===== config.mk =====
export PLATFORM = sky130hd
export DESIGN_NAME = display_scan_ctrl
export DESIGN_NICKNAME = d
export VERILOG_FILES = /design/src/rtl/display_scan_ctrl.sv
export SDC_FILE = /design/constraint.sdc
export NUM_CORES = 1
export LEC_CHECK = 0
export BUFFER_PORTS_ARGS = -buffer_cell sky130_fd_sc_hd__buf_2
export CORE_MARGIN = 5
export CORE_UTILIZATION = 64
export DETAILED_ROUTE_END_ITERATION = 12
export HOLD_SLACK_MARGIN = 0.12
export PLACE_DENSITY = 0.84
export SETUP_SLACK_MARGIN = 0.4
export SLEW_MARGIN = 20
export SYNTH_ARGS = -nofsm -noshare
export SYNTH_HDL_FRONTEND = slang
export SYNTH_SLANG_ARGS = --single-unit

===== constraint.sdc =====
create_clock -name clock -period 5 [get_ports clock]
set_input_delay 0.75 -clock clock [delete_from_list [all_inputs] [get_ports clock]]
set_output_delay 0.75 -clock clock [all_outputs]
set_load 0.01 [all_outputs]

===== src/rtl/display_scan_ctrl.sv =====
// Multiplexed 7-segment scan controller: sequential double-dabble binary-to-BCD
// conversion, atomic display commit, leading-zero blanking and digit scanning.
module display_scan_ctrl #(
   parameter int NUM_DIGITS  = 4,
   parameter int DATA_W      = 14,
   parameter int REFRESH_DIV = 50000
) (
   input  logic                  clock,
   input  logic                  reset,
   input  logic                  load,
   input  logic [DATA_W-1:0]     valor,
   output logic                  busy,
   output logic                  overflow,
   output logic [3:0]            digito,
   output logic [NUM_DIGITS-1:0] anodos
);
   localparam int BCD_W = 4 * NUM_DIGITS;
   localparam int CW    = $clog2(DATA_W);
   localparam int RW    = (REFRESH_DIV > 1) ? $clog2(REFRESH_DIV) : 1;
   localparam int IW    = (NUM_DIGITS > 1) ? $clog2(NUM_DIGITS) : 1;
   localparam logic [DATA_W-1:0] MAX_VAL = DATA_W'(10 ** NUM_DIGITS - 1);

   localparam logic [1:0] S_IDLE   = 2'd0;
   localparam logic [1:0] S_SHIFT  = 2'd1;
   localparam logic [1:0] S_COMMIT = 2'd2;

   logic [1:0]            state_q, state_d;
   logic [DATA_W-1:0]     bin_q, bin_d;
   logic [BCD_W-1:0]      bcd_q, bcd_d;
   logic [CW-1:0]         cnt_q, cnt_d;
   logic                  pend_q, pend_d;
   logic [BCD_W-1:0]      disp_q, disp_d;
   logic                  ovf_q, ovf_d;
   logic [RW-1:0]         ref_q, ref_d;
   logic [IW-1:0]         idx_q, idx_d;
   logic [BCD_W-1:0]      adj;
   logic [NUM_DIGITS-1:0] blank;

   // Conversion datapath: add-3 correction on every nibble, then shift {bcd, bin}.
   always_comb begin
      state_d = state_q;
      bin_d   = bin_q;
      bcd_d   = bcd_q;
      cnt_d   = cnt_q;
      pend_d  = pend_q;
      disp_d  = disp_q;
      ovf_d   = ovf_q;
      adj     = bcd_q;
      for (int k = 0; k < NUM_DIGITS; k++) begin
         if (bcd_q[4*k +: 4] >= 4'd5) begin
            adj[4*k +: 4] = bcd_q[4*k +: 4] + 4'd3;
         end
      end
      case (state_q)
         S_IDLE: begin
            if (load) begin
               bin_d   = valor;
               bcd_d   = '0;
               cnt_d   = '0;
               pend_d  = (valor > MAX_VAL);
               state_d = S_SHIFT;
            end
         end
         S_SHIFT: begin
            bcd_d = {adj[BCD_W-2:0], bin_q[DATA_W-1]};
            bin_d = {bin_q[DATA_W-2:0], 1'b0};
            if (cnt_q == CW'(DATA_W - 1)) begin
               state_d = S_COMMIT;
            end else begin
               cnt_d = cnt_q + 1'b1;
            end
         end
         S_COMMIT: begin
            disp_d  = bcd_q;
            ovf_d   = pend_q;
            state_d = S_IDLE;
         end
         default: state_d = S_IDLE;
      endcase
   end

   always_comb begin
      ref_d = ref_q + 1'b1;
      idx_d = idx_q;
      if (ref_q == RW'(REFRESH_DIV - 1)) begin
         ref_d = '0;
         idx_d = (idx_q == IW'(NUM_DIGITS - 1)) ? '0 : idx_q + 1'b1;
      end
   end

   always_ff @(posedge clock) begin
      if (reset) begin
         state_q <= S_IDLE;
         bin_q   <= '0;
         bcd_q   <= '0;
         cnt_q   <= '0;
         pend_q  <= 1'b0;
         disp_q  <= '0;
         ovf_q   <= 1'b0;
         ref_q   <= '0;
         idx_q   <= '0;
      end else begin
         state_q <= state_d;
         bin_q   <= bin_d;
         bcd_q   <= bcd_d;
         cnt_q   <= cnt_d;
         pend_q  <= pend_d;
         disp_q  <= disp_d;
         ovf_q   <= ovf_d;
         ref_q   <= ref_d;
         idx_q   <= idx_d;
      end
   end

   // A digit is blank when it and every more-significant nibble are zero.
   generate
      for (genvar gi = 0; gi < NUM_DIGITS; gi++) begin : g_blank
         if (gi == 0) begin : g_lsd
            assign blank[gi] = ovf_q;
         end else begin : g_upper
            assign blank[gi] = ovf_q | ~|disp_q[BCD_W-1:4*gi];
         end
      end
   endgenerate

   always_comb begin
      digito = 4'hF;
      anodos = '1;
      for (int k = 0; k < NUM_DIGITS; k++) begin
         if (idx_q == IW'(k)) begin
            anodos[k] = 1'b0;
            digito    = blank[k] ? 4'hF : disp_q[4*k +: 4];
         end
      end
   end

   assign busy     = (state_q != S_IDLE);
   assign overflow = ovf_q;

endmodule


# Word level (Yosys, flattened, before mapping)
# Cells that the tools add are included.
[op_classes]
add_sub_neg = 7
magnitude_cmp = 5
n_eq_ne = 10
mux = 27
bitwise_logic = 3
n_reduce_logical = 15
[ops]
columns = ["op", "count"]
rows = [
  ["$mux 4", 13],
  ["$pmux 16 s2", 1],
  ["$pmux 14 s2", 1],
  ["$add 16x1->16 const B", 1],
  ["$eq 16x16->1 const B", 1],
  ["$ge 4x3->1 const B", 4],
  ["$mux 16", 1],
  ["$gt 14x14->1 const B", 1],
  ["$mux 14", 1],
  ["$add 4x2->4 const B", 3],
  ["$reduce_or 12->1", 1],
  ["$pmux 4 s2", 1],
  ["$reduce_or 8->1", 1],
  ["$eq 2x2->1 const B", 3],
  ["$mux 2", 3],
  ["$ne 2x2->1 const B", 3],
  ["$reduce_and 2->1", 3],
  ["$add 4x1->4 const B", 1],
  ["$eq 2x1->1 const B", 2],
  ["$eq 4x4->1 const B", 1],
  ["$logic_not 2->1", 2],
  ["$mux 1", 4],
  ["$pmux 2 s2", 1],
  ["$reduce_bool 2->1", 2],
  ["other kinds (8)", 12],
]
[word_totals]
reg_bits = 72
input_bits = 17
out_inout_bits = 10
elab_cells = 76

# Depth between registers and ports, before layout
[depth]
ltp_word = 7
ltp_mapped = 6
depth_no_buf = 6

# Worst setup path after synthesis
# OpenSTA, ideal clock, no wires.
[synth_timing]
kind = "reg2out"
start = "register idx_q[1]"
end = "output digito[2]"
arrival_ns = 1.409
required_ns = 4.250
path_slack_ns = 2.841
path_stages_with_launch = 7
path_buffers = 0
path_cell_list = "dfxtp_1 inv_1 ha_1 or3b_2 a31oi_1 o21ai_0 o311a_1"
[synth_via]
elab_chain_len = 5
elab_cells_between_ends = 8
classes_between = "eq/ne (3); mux (4); reduce/logical (1)"
[synth_rtl]
columns = ["item", "line", "source"]
rows = [
  ["start: declaration", "35", "logic [IW-1:0] idx_q, idx_d;"],
  ["start signal: assignment", "111", "idx_q <= idx_d;"],
  ["$logic_not 2->1", "130", "if (idx_q == IW'(k)) begin"],
  ["$mux 4 (3 in a row)", "130", ""],
  ["$mux 4 (*)", "130", ""],
  ["end: declaration", "14", "output logic [3:0] digito,"],
]
# Every way passes the cells marked *; elsewhere a longest branch is shown, timed or not.

# Worst setup path after layout
# Same ends and word-level chain as after synthesis.

==> results.ini <==
[final_layout]
fill_cells = 436
n_antenna_cell = 0
area_delta_synth_final_pct = 9.887
mostFrequentLayoutCells = dfxtp_1 (72), nand2_1 (67), nor2_1 (44)
layout.nets = 482
layout_commonest_cell = dfxtp_1
drive_gt1_frac = 0.1297
utilization = 0.7159

[sta]
finalSetupViolCount = 0
min_period_ns = 2.748
skew_ns = 0.009246
rsz0062_at_grt = no
relSlewSlack = 0.3205
fin_crit_sh = 0.5496
max_freq_ghz = 0.3639
hold_viol = 0
drv_slew = 0
tightest_slew_ns = 1.017
fin_setup_tns_ns = 0

[power]
swShare = 0.2284
power_frac_seq = 0.510
leakage_nw = 1.444
power.density_mw_per_mm2 = 301.7
p_sw_uw = 268.4
clock_power_share = 0.429
power_frac_comb = 0.061
internal-power_uw = 906.4
ir_worst_vdd_mv = 0.1851

[setup_path]
crit_start = idx_q[1]$_SDFFE_PP0P_
required_ns = 4.25
cp_max_fo = 8
crit_path_end = digito[2]
end_kind = output pin
crit_arrival_ns = 2.00
reg2reg_slack_ns = 3.02
startpoint_type = register
reg2regPathDepth = 4
path_class = reg2out
regToRegStartpoint = state_q[0]$_SDFFE_PP0P_
r2r_end = bcd_q[6]$_SDFFE_PP0P_

[logic_synthesis]
ys.flop_type = dfxtp_1
synth_top_family_by_area = simple AND/OR/NAND/NOR gates
synth-seq-cells = 72
synth.avg_cell_area_sq_um = 8.202
synth_compound_area_frac = 0.1384
synth-seq-area-share = 0.4068
synthCells = 432
synth_area_leaders = dfxtp_1 (41%), nand2_1 (7.1%), ha_1 (5.3%), a21oi_1 (4.8%), nor2_1 (4.7%)
synth_mux_area_frac = 0.01730
synthAdderAreaFrac = 0.05297
synth-edff-count = 0
yosys.area.top_type = dfxtp_1
synthArstFlopShare = 0
synthesis.nets = 464
synth-xor-area-share = 0.05685
yosysWarnings = 0
synth_top_area_frac = 0.4068
synth_simple_gate_area_frac = 0.2744
ys_types = 46
netlist_area_sq_mm = 0.003543

[route]
drc_errors = 0
drtIter0Drc = 124
vias = 3025
via_per_inst = 5.740
first_pass_iters = 4
routedWlPerCell_um = 14.20
antenna_left = 0
routed_wl_um = 7484

[floorplanning]
start_util = 0.6515
coreArea_sq_mm = 0.005439
row_count = 27
die_h_um = 84.41
die_w_um = 84.41
num_io_pins = 27
dieArea_sq_mm = 0.007125

[global_route]
grtUsageTotal = 0.2167
antenna_found_initial = 0
grt-ovfl-total = 0
grt_pass1_wl_um = 12810
grt_start_max_net_pins = 55
first_global_vias = 2905

[placement]
port_buffers = 26
place_congestion = 0.9042
dp_hpwl_um = 5061

[outcome]
outcome = finished clean

[cts]
root_buffer = clkbuf_8
post_cts_resize_count = 0
cts_tree = built
cts_buffers = 9
cts_setup_buffers = 0
cts.path.max_buffers = 2
htreeDepth = 3
clk_latency_ns = 0.35
clk_pin_slew_ns = 0.08
cts.sinks = 72
hold_buffers = 0

[worst_hold_path]
hp-class = reg2reg

[job]
maxCapViolations = 0

power by group through the flow:
| stage | sequential [mW] | clock [mW] | combinational [mW] |
|---|---|---|---|
| final | 0.599 | 0.504 | 0.0722 |
| after floorplan | 0.609 | 0 | 0.0539 |
| after global placement | 0.611 | 0 | 0.0673 |
| after CTS | 0.599 | 0.512 | 0.0719 |
| after global routing | 0.601 | 0.541 | 0.0810 |
| after detailed placement | 0.611 | 0 | 0.0695 |
worst max-delay path, cell delays in order (launching register included):
cell	delay (ns)
dfxtp_1	0.34
inv_1	0.09
ha_1	0.28
or3b_2	0.46
a31oi_1	0.14
o21ai_0	0.09
o311a_1	0.13
buf_2	0.14
cells by family after synthesis:
kind of cell,Yosys count
flops,72
compound gates,76
simple gates,196
mux,6
buf+inv,44
fa+ha+maj,15
xor+xnor,23
how the worst min path moves through the flow:
stage / startpoint / to / slack [ns] / cells past startpoint
2_1_floorplan: ref_q[0]$_SDFF_PP0_ / ref_q[0]$_SDFF_PP0_ / 0.43 / 1
3_3_place_gp: bin_q[13]$_SDFFE_PP0P_ / bcd_q[0]$_SDFFE_PP0P_ / 0.44 / 2
3_5_place_dp: bin_q[13]$_SDFFE_PP0P_ / bcd_q[0]$_SDFFE_PP0P_ / 0.45 / 2
4_1_cts: pend_q$_SDFFE_PP0P_ / overflow$_SDFFE_PP0N_ / 0.45 / 2
5_1_grt: bin_q[13]$_SDFFE_PP0P_ / bcd_q[0]$_SDFFE_PP0P_ / 0.47 / 2
6_report: pend_q$_SDFFE_PP0P_ / overflow$_SDFFE_PP0N_ / 0.45 / 2
metrics by stage:
stage / hold WS (ns) / cells / setup WS [ns] / instance area [sq um] / power, mW
global route: 0.4746 / 527 / 2.126 / 3894 / 1.223
global placement: 0.4411 / 511 / 2.668 / 3672 / 0.6781
finish: 0.4472 / 527 / 2.252 / 3894 / 1.175
floorplan: 0.4294 / 432 / 2.841 / 3543 / 0.6629
CTS: 0.4533 / 527 / 2.248 / 3894 / 1.183
detailed placement: 0.4525 / 511 / 2.633 / 3672 / 0.6808
per-layer routing:
layer	vias up	GRT usage	routed length, um
li1	1532	-	-
met1	1402	0.2762	3305
met2	74	0.3501	3590
met3	17	0.05005	465
met4	0	0.09784	122
met5	-	0	0
Yosys cell counts (3+ instances only):
cell / count
dfxtp_1: 72
nand2_1: 67
nor2_1: 44
a21oi_1: 34
inv_1: 24
nor3_1: 21
nand3_1: 16
xnor2_1: 16
ha_1: 15
a311oi_1: 12
o21ai_0: 11
clkbuf_1: 9
nand2b_1: 9
a22o_1: 7
buf_2: 7
nor4_1: 7
xor2_1: 7
mux2i_1: 5
buf_4: 4
or3_1: 4
a31oi_1: 3
nand4_1: 3
or2_2: 3
sequential cells by signal, indices dropped and copies added (netlist names):
| register | cells |
|---|---|
| disp_q | 16 |
| bcd_q | 16 |
| cnt_q | 4 |
| state_q | 2 |
| idx_q | 2 |
| ref_q | 16 |
| pend_q | 1 |
| bin_q | 14 |
| overflow | 1 |
cell type report:
class	instances	area (sq um)	share of cell area
multi-input combinational	316	1913	0.4913
sequential	72	1441	0.3702
clock buffer	11	141.4	0.03631
timing repair buffer	27	137.6	0.03535
inverter	24	90.09	0.02314
tap	72	90.09	0.02314
clock inverter	5	80.08	0.02057
(Power assumes the default switching activity.)
